==> config.mk <==
export PLATFORM = sky130hd
export DESIGN_NAME = mem_wait_ctrl
export DESIGN_NICKNAME = d
export VERILOG_FILES = /design/src/rtl/mem_wait_ctrl.sv
export SDC_FILE = /design/constraint.sdc
export NUM_CORES = 2
export LEC_CHECK = 0
export ABC_AREA = 1
export CORE_UTILIZATION = 50
export DETAILED_ROUTE_END_ITERATION = 12
export HOLD_SLACK_MARGIN = 0.03
export PLACE_DENSITY = 0.65
export SYNTH_ARGS = -nofsm -noshare
export SYNTH_HDL_FRONTEND = slang
export SYNTH_SLANG_ARGS = --single-unit
==> constraint.sdc <==
create_clock -name clk -period 16.6 [get_ports clk]
set_input_delay 2.49 -clock clk [delete_from_list [all_inputs] [get_ports clk]]
set_output_delay 2.49 -clock clk [all_outputs]
set_load 0.1 [all_outputs]
==> src/rtl/mem_wait_ctrl.sv <==
`default_nettype none
// ============================================================================
//  Module      : mem_wait_ctrl
//  Description : Word memory with en/rw request, programmable wait states and
//                an MFC (memory-function-complete) handshake. Addresses below
//                INIT_WORDS read INIT_VAL until first written; addresses at or
//                above DEPTH are reported through err.
//  Revision    : 1.0 - initial release
// ----------------------------------------------------------------------------
//  Ports
//    clk   in   1       system clock, rising edge
//    rst   in   1       asynchronous active-high reset
//    en    in   1       request strobe, held high until MFC is seen
//    rw    in   1       1 = read, 0 = write
//    addr  in   ADDR_W  word address
//    din   in   DATA_W  write data
//    dout  out  DATA_W  registered read data
//    MFC   out  1       registered access-complete flag
//    busy  out  1       request in progress (WAIT or ACCESS)
//    err   out  1       registered: last completed access was out of range
// ============================================================================
module mem_wait_ctrl #(
    parameter int DATA_W      = 16,
    parameter int ADDR_W      = 16,
    parameter int DEPTH       = 256,
    parameter int WAIT_CYCLES = 4,
    parameter int INIT_WORDS  = 8,
    parameter int INIT_VAL    = 1
) (
    input  logic              clk,
    input  logic              rst,
    input  logic              en,
    input  logic              rw,
    input  logic [ADDR_W-1:0] addr,
    input  logic [DATA_W-1:0] din,
    output logic [DATA_W-1:0] dout,
    output logic              MFC,
    output logic              busy,
    output logic              err
);

    localparam int                c_IDX_W      = (DEPTH > 1) ? $clog2(DEPTH) : 1;
    // Range limits carry one extra bit so DEPTH == 2**ADDR_W still fits.
    localparam logic [ADDR_W:0]   c_DEPTH      = (ADDR_W + 1)'(DEPTH);
    localparam logic [ADDR_W:0]   c_INIT_WORDS = (ADDR_W + 1)'(INIT_WORDS);
    localparam logic [DATA_W-1:0] c_INIT_VAL   = DATA_W'(INIT_VAL);
    localparam logic [3:0]        c_WAIT       = 4'(WAIT_CYCLES);

    localparam logic [1:0] c_IDLE   = 2'd0;
    localparam logic [1:0] c_WAIT_S = 2'd1;
    localparam logic [1:0] c_ACCESS = 2'd2;
    localparam logic [1:0] c_DONE   = 2'd3;

    logic [1:0]        r_state;
    logic [1:0]        w_next_state;

    // Request registers: the access uses only what was captured in IDLE.
    logic [ADDR_W-1:0] r_addr;
    logic              r_rw;
    logic [DATA_W-1:0] r_din;
    logic [3:0]        r_cnt;

    logic [DATA_W-1:0] r_dout;
    logic              r_mfc;
    logic              r_err;

    logic [DATA_W-1:0] r_mem [DEPTH];
    logic [DEPTH-1:0]  r_valid;

    logic              w_in_range;
    logic              w_in_init;
    logic [c_IDX_W-1:0] w_idx;
    logic [DATA_W-1:0] w_rdata;
    logic              w_wr;

    assign w_in_range = ({1'b0, r_addr} < c_DEPTH);
    assign w_in_init  = ({1'b0, r_addr} < c_INIT_WORDS);
    // Only meaningful once w_in_range holds, so the upper bits never alias.
    assign w_idx      = r_addr[c_IDX_W-1:0];
    assign w_rdata    = r_valid[w_idx] ? r_mem[w_idx]
                      : (w_in_init ? c_INIT_VAL : '0);
    assign w_wr       = (r_state == c_ACCESS) && !r_rw && w_in_range;

    assign dout = r_dout;
    assign MFC  = r_mfc;
    assign err  = r_err;
    assign busy = (r_state == c_WAIT_S) || (r_state == c_ACCESS);

    // ------------------------------------------------------------------------
    // State register
    // ------------------------------------------------------------------------
    always_ff @(posedge clk or posedge rst) begin
        if (rst) begin
            r_state <= c_IDLE;
        end else begin
            r_state <= w_next_state;
        end
    end

    // ------------------------------------------------------------------------
    // Next-state logic
    // ------------------------------------------------------------------------
    always_comb begin
        w_next_state = r_state;
        case (r_state)
            c_IDLE: begin
                if (en) begin
                    w_next_state = (WAIT_CYCLES == 0) ? c_ACCESS : c_WAIT_S;
                end
            end
            c_WAIT_S: begin
                // Dropping en while waiting abandons the request.
                if (!en) begin
                    w_next_state = c_IDLE;
                end else if (r_cnt == 4'd1) begin
                    w_next_state = c_ACCESS;
                end
            end
            c_ACCESS: begin
                w_next_state = c_DONE;
            end
            c_DONE: begin
                // en must be seen low before another request is taken.
                if (!en) begin
                    w_next_state = c_IDLE;
                end
            end
            default: begin
                w_next_state = c_IDLE;
            end
        endcase
    end

    // ------------------------------------------------------------------------
    // Request capture, wait counter, outputs and valid bits
    // ------------------------------------------------------------------------
    always_ff @(posedge clk or posedge rst) begin
        if (rst) begin
            r_addr  <= '0;
            r_rw    <= 1'b1;
            r_din   <= '0;
            r_cnt   <= '0;
            r_dout  <= '0;
            r_mfc   <= 1'b0;
            r_err   <= 1'b0;
            r_valid <= '0;
        end else begin
            case (r_state)
                c_IDLE: begin
                    if (en) begin
                        r_addr <= addr;
                        r_rw   <= rw;
                        r_din  <= din;
                        r_cnt  <= c_WAIT;
                    end
                end
                c_WAIT_S: begin
                    if (en) begin
                        r_cnt <= r_cnt - 4'd1;
                    end
                end
                c_ACCESS: begin
                    r_mfc <= 1'b1;
                    r_err <= !w_in_range;
                    if (r_rw) begin
                        r_dout <= w_in_range ? w_rdata : '0;
                    end else if (w_in_range) begin
                        r_valid[w_idx] <= 1'b1;
                    end
                end
                c_DONE: begin
                    if (!en) begin
                        r_mfc <= 1'b0;
                    end
                end
                default: begin
                end
            endcase
        end
    end

    // ------------------------------------------------------------------------
    // Storage array; contents after reset are irrelevant because the valid
    // bits decide what a read returns.
    // ------------------------------------------------------------------------
    always_ff @(posedge clk) begin
        if (w_wr) begin
            r_mem[w_idx] <= r_din;
        end
    end

endmodule
`default_nettype wire

### Word level (Yosys, flattened, before mapping)

Memory sizes are Yosys's and may differ from the RTL's.
Index checks and enable logic that the tools add are counted.

* $lt $le $gt $ge: 4
* $add $sub $neg: 1
* bitwise gates (word level): 2
* eq/ne operators: 8
* multiplexer cells: 19
* reduce and logical (&&, ||, !) cells: 15

Operator list (number)
* 256-bit bitwise OR: 1
* 16-bit 2-to-1 mux: 2
* 16-bit by 4-bit less-than comparator with 1-bit output, second input constant: 1
* 16-bit by 9-bit less-than comparator with 1-bit output, second input constant: 1
* 8-bit by 9-bit less-than comparator with 1-bit output, second input constant: 1
* 3-bit AND reduction: 3
* 1-bit binary-select mux with 8-bit select: 1
* 1-bit demux with 8-bit select: 1
* 8-bit by 1-bit >= comparator with 1-bit output, second input constant: 1
* 2-bit 2-to-1 mux: 4
* 4-bit 2-to-1 mux: 2
* 2-bit one-hot mux with 4 select lines: 1
* 4-bit one-hot mux with 2 select lines: 1
* 1-bit 2-to-1 mux: 6
* 2-bit != test, second input constant: 3
* 2-bit AND reduction: 3
* 2-bit equality test, second input constant: 2
* 4-bit by 1-bit equality test with 1-bit output, second input constant: 1
* 2-bit nonzero test: 2
* 4-bit by 1-bit subtractor with 4-bit output, second input constant: 1
* 1-bit logical AND: 3
* 3-bit by 2-bit != test with 1-bit output, second input constant: 1
* 2-bit by 1-bit equality test with 1-bit output, second input constant: 1
* 1-bit logical NOT: 2
* other kinds (4): 4

* logic and storage cells: 59
* RAM bits: 4096
* memories kept: 1
* register bits after elaboration: 313
* bits of input ports: 36
* output and inout port bits: 19

Memory list
* r_mem: depth 256, bits a word 16, rd ports 1, clocked after memory_dff 0, write ports 1, RTL line 67 `logic [DATA_W-1:0] r_mem [DEPTH];`

### Depth between registers and ports, before layout

* depth in word-level cells: 5
* gate-level depth with buffers: 21
* depth with buffers taken out: 18

### Least setup slack after synthesis

OpenSTA, ideal clock, no wires.

* path type: flip-flop to flip-flop
* from: register r_din[0]
* to: memory r_mem[0][0], data pin
* cell stages (with the launch flop): 1
* data arrival time: 3183 ps
* library setup time: 804 ps
* setup slack: 12613 ps
* path buffers: 0
* data required time: 15796 ps
* period minus slack after synthesis: 3987 ps
* cells stage by stage: dfrtp_1

RTL lines
* start, declared: RTL line 60 `logic [DATA_W-1:0] r_din;`
* start signal, assigned: RTL line 153 `r_din <= din;`
* end, declared: RTL line 67

Straight into the memory's write port.

### Final worst setup path

* from: register r_addr[1]
* to: register r_dout[12], in the netlist dout[12]

* word-level cells in the longest chain between the ends: 4
* elaborated cells between the ends (all ways): 6
* those cells by class: 1 x order compare; 4 x mux; 1 x memory

Ends and longest elaborated chain
* start, declared: RTL line 58 `logic [ADDR_W-1:0] r_addr;`
* start signal, assigned: RTL line 151 `r_addr <= addr;`
* 1-bit binary-select mux with 8-bit select: RTL line 80 `assign w_rdata = r_valid[w_idx] ? r_mem[w_idx]`
* 1-bit 2-to-1 mux (implied by the code): RTL line 80
* 16-bit 2-to-1 mux: RTL line 80
* 16-bit 2-to-1 mux (*): RTL line 166 `r_dout <= w_in_range ? w_rdata : '0;`
* end signal, assigned: RTL line 166
* end, declared: RTL line 63 `logic [DATA_W-1:0] r_dout;`

Every way passes the cells marked *; elsewhere a longest branch is shown, timed or not. The select of a mux whose other input is x is not followed.
A chain may end at the register's enable or synchronous reset.

==> metrics.md <==
| Metric | Value |
|---|---|
| Status | `complete, but fails checks` |
| Failing checks | `slew limit` |
| RSZ-0062 raised after global routing | `no` |
| Arrival @ worst endpoint | `7.22 ns` |
| Die W | `584 um` |
| Worst R2R Setup Slack | `10.31 ns` |
| Hold Startpoint | `r_valid[136]$_DFFE_PP0P_` |
| Worst R2R Start | `r_addr[1]$_DFFE_PP0P_` |
| Worst setup EP type | `register` |
| Post-Route Setup TNS | `0 ns` |
| Largest net degree at the start of global routing | `181` |
| First-pass GRT wire length | `750000 um` |
| Final hold violations | `0` |
| Routed Antenna Nets | `0` |
| Worst min path class | `reg2reg` |
| Grt ovf | `0` |
| IO Pins | `55` |
| Min Tclk post-route | `6.29 ns` |
| Drt total wl | `531000 um` |
| Num rows | `213` |
| CP max FO | `85` |
| Initial Util | `0.503` |
| Initial antenna violation count | `34` |
| Kind of critical path | `reg2reg` |
| Layout cells sized above 1 | `0.0995` |
| CTS Root Cell | `clkbuf_16` |
| Lkg Pwr | `67.7 nW` |
| Maxcap violations | `0` |
| CTS Buf Count | `427` |
| Seq cells post-synth | `4409` |
| Hold_buf cts | `0` |
| Vias in the first global route | `105450` |
| R2R depth | `16` |
| EDFF count, synth | `4096` |
| Hold endpoint | `r_valid[136]$_DFFE_PP0P_` |
| WP data required | `17.53 ns` |
| Clock Latency Late Sink | `1.01 ns` |
| Core area | `0.337 mm^2` |
| Min Hold Slack | `0.457 ns` |
| YS warnings | `0` |
| Final slew viol count | `54` |
| Syn Area/Cell | `13.2 um^2` |
| Reg2reg end | `dout[12]$_DFFE_PP0P_` |
| Chip Height | `584 um` |
| DR iter-0 viols | `16702` |
| Layout area overhead | `12.3%` |
| Clock buffer depth | `4` |
| Area of the mapped netlist | `0.169 mm^2` |
| Commonest non-fill, non-tap cell in the layout | `nand2_1` |
| Final setup viols | `0` |
| Post-CTS sizing | `0` |
| Via density | `6.16` |
| RD Place Congestion | `0.947` |
| Syn Nets | `12843` |
| Ys flop type | `edfxtp_1` |
| GR Util All Layers | `0.304` |
| Hold path depth | `2` |
| Pwr dens | `178 mW/mm^2` |
| CTS H-tree depth | `5` |
| Distinct cells, synth | `38` |
| WL/cell | `29.6 um` |
| Sequential-to-total area share from yosys stat | `0.772` |
| Initial DRT Pass Iterations | `8` |
| Commonest non-fill, non-tap cells in the layout | `nand2_1, edfxtp_1, a22oi_1` |
| NumNets Final | `13084` |
| Type of origin of the critical path | `register` |
| Die Area | `0.341 mm^2` |
| I/O Buffers | `54` |
| Setup repair bufs after CTS | `0` |
| Vias | `110507` |
| F_max | `159 MHz` |
| Worst-path clk slew | `0.06 ns` |
| Final HPWL DP | `304000 um` |
| # DRC | `0` |
| Clk_skew | `0.0588 ns` |
| Post-synthesis cell count | `12800` |
| Worst-Margin Slew | `1.60 ns` |
| Maximum vdd drop | `362 uV` |
| Asr flop ratio synth | `0.0710` |
| Worst rel slew slack | `-0.0669` |
| Final period util | `0.379` |
| CTS Sinks | `4409` |
| TritonCTS clock tree | `built` |
==> power by group <==
group	total (mW)	internal [mW]	leakage, nW	switching [mW]
clock network	9.76	5.56	6.87	4.20
logic	10.1	2.08	19.4	8.01
registers	14.0	13.6	41.4	0.369
==> cell families after synthesis <==
logic type | Yosys count | synth area share
and+or+nand+nor | 6246 | 0.151
adders and majority gates | 7 | 0.000517
buffers and inverters | 827 | 0.0228
AOI/OAI and AO/OA | 1311 | 0.0533
DFF | 4409 | 0.772
==> critical path, stage by stage, from the launching register on <==
cell	delay, ns
dfrtp_4	0.74
nand2_2	0.19
inv_8	0.50
buf_4	0.68
buf_4	0.70
buf_4	0.61
buf_4	0.66
a22oi_1	0.20
nand2_1	0.11
nand2_1	0.06
nand3_1	0.18
a21oi_1	0.09
o21ai_0	0.68
nor2_1	0.40
nand3_1	0.19
nand2_1	0.06
nand2_1	0.08
==> synth_stat cells, types with 96 or more instances <==
| library cell | number | area, um^2 |
|---|---|---|
| a22oi_1 | 963 | 7230 |
| buf_2 | 472 | 2360 |
| clkbuf_1 | 160 | 601 |
| dfrtp_1 | 312 | 7810 |
| edfxtp_1 | 4096 | 123000 |
| inv_1 | 114 | 428 |
| nand2_1 | 4877 | 18300 |
| nand3_1 | 96 | 480 |
| nand4_1 | 623 | 3900 |
| nor2_1 | 449 | 1690 |
| o21ai_0 | 200 | 1000 |
| or2_2 | 163 | 1020 |
==> per-stage QoR <==
stage | setup WS [ns] | instances | utilization | instance area, um^2 | power (mW)
2_1_floorplan | 5.45 | 12800 | - | 169000 | 19.8
3_3_place_gp | 10.35 | 17122 | 0.523 | 176000 | 23.8
3_5_place_dp | 10.44 | 17127 | 0.523 | 176000 | 24.0
4_1_cts | 10.43 | 17926 | 0.565 | 190000 | 33.6
5_1_grt | 10.28 | 17927 | 0.565 | 190000 | 34.7
6_report | 10.31 | 17939 | 0.565 | 190000 | 33.8
==> how the worst max path moves through the flow <==
stage	startpoint	endpoint	slack, ns	depth (start not counted)
after floorplan	rst	MFC$_DFFE_PP0P_	5.45	1
after global placement	r_addr[1]$_DFFE_PP0P_	dout[6]$_DFFE_PP0P_	10.35	16
after detailed placement	r_addr[1]$_DFFE_PP0P_	dout[12]$_DFFE_PP0P_	10.44	16
after CTS	r_addr[1]$_DFFE_PP0P_	dout[12]$_DFFE_PP0P_	10.43	16
after global routing	r_addr[1]$_DFFE_PP0P_	dout[12]$_DFFE_PP0P_	10.28	16
final	r_addr[1]$_DFFE_PP0P_	dout[12]$_DFFE_PP0P_	10.31	16
==> layout make-up <==
class | count | area (um^2)
repair buffers | 520 | 4230
clock buffers | 576 | 11700
well taps | 4515 | 5650
flip-flops and latches | 4409 | 131000
inverters | 119 | 482
diodes | 13 | 32.5
clock inverters | 223 | 2350
fillers | 26346 | 147000
multi-input cells | 7564 | 34900
==> routing by layer <==
layer  GRT usage  up-vias  wire [um]
met5           0        -        189
met4       0.162       26      31900
met3      0.0737     1264      66700
met2       0.459     7421     237000
met1       0.411    55367     195000
li1            -    46429          -
==> state kept, by name (all words and copies together) (netlist names), 4 cells and up, named ones only <==
register	flops
r_mem	4096
r_din	16
r_addr	16
r_cnt	4
dout	16
r_valid	256
Note: power is estimated with default switching activity, not from simulation.
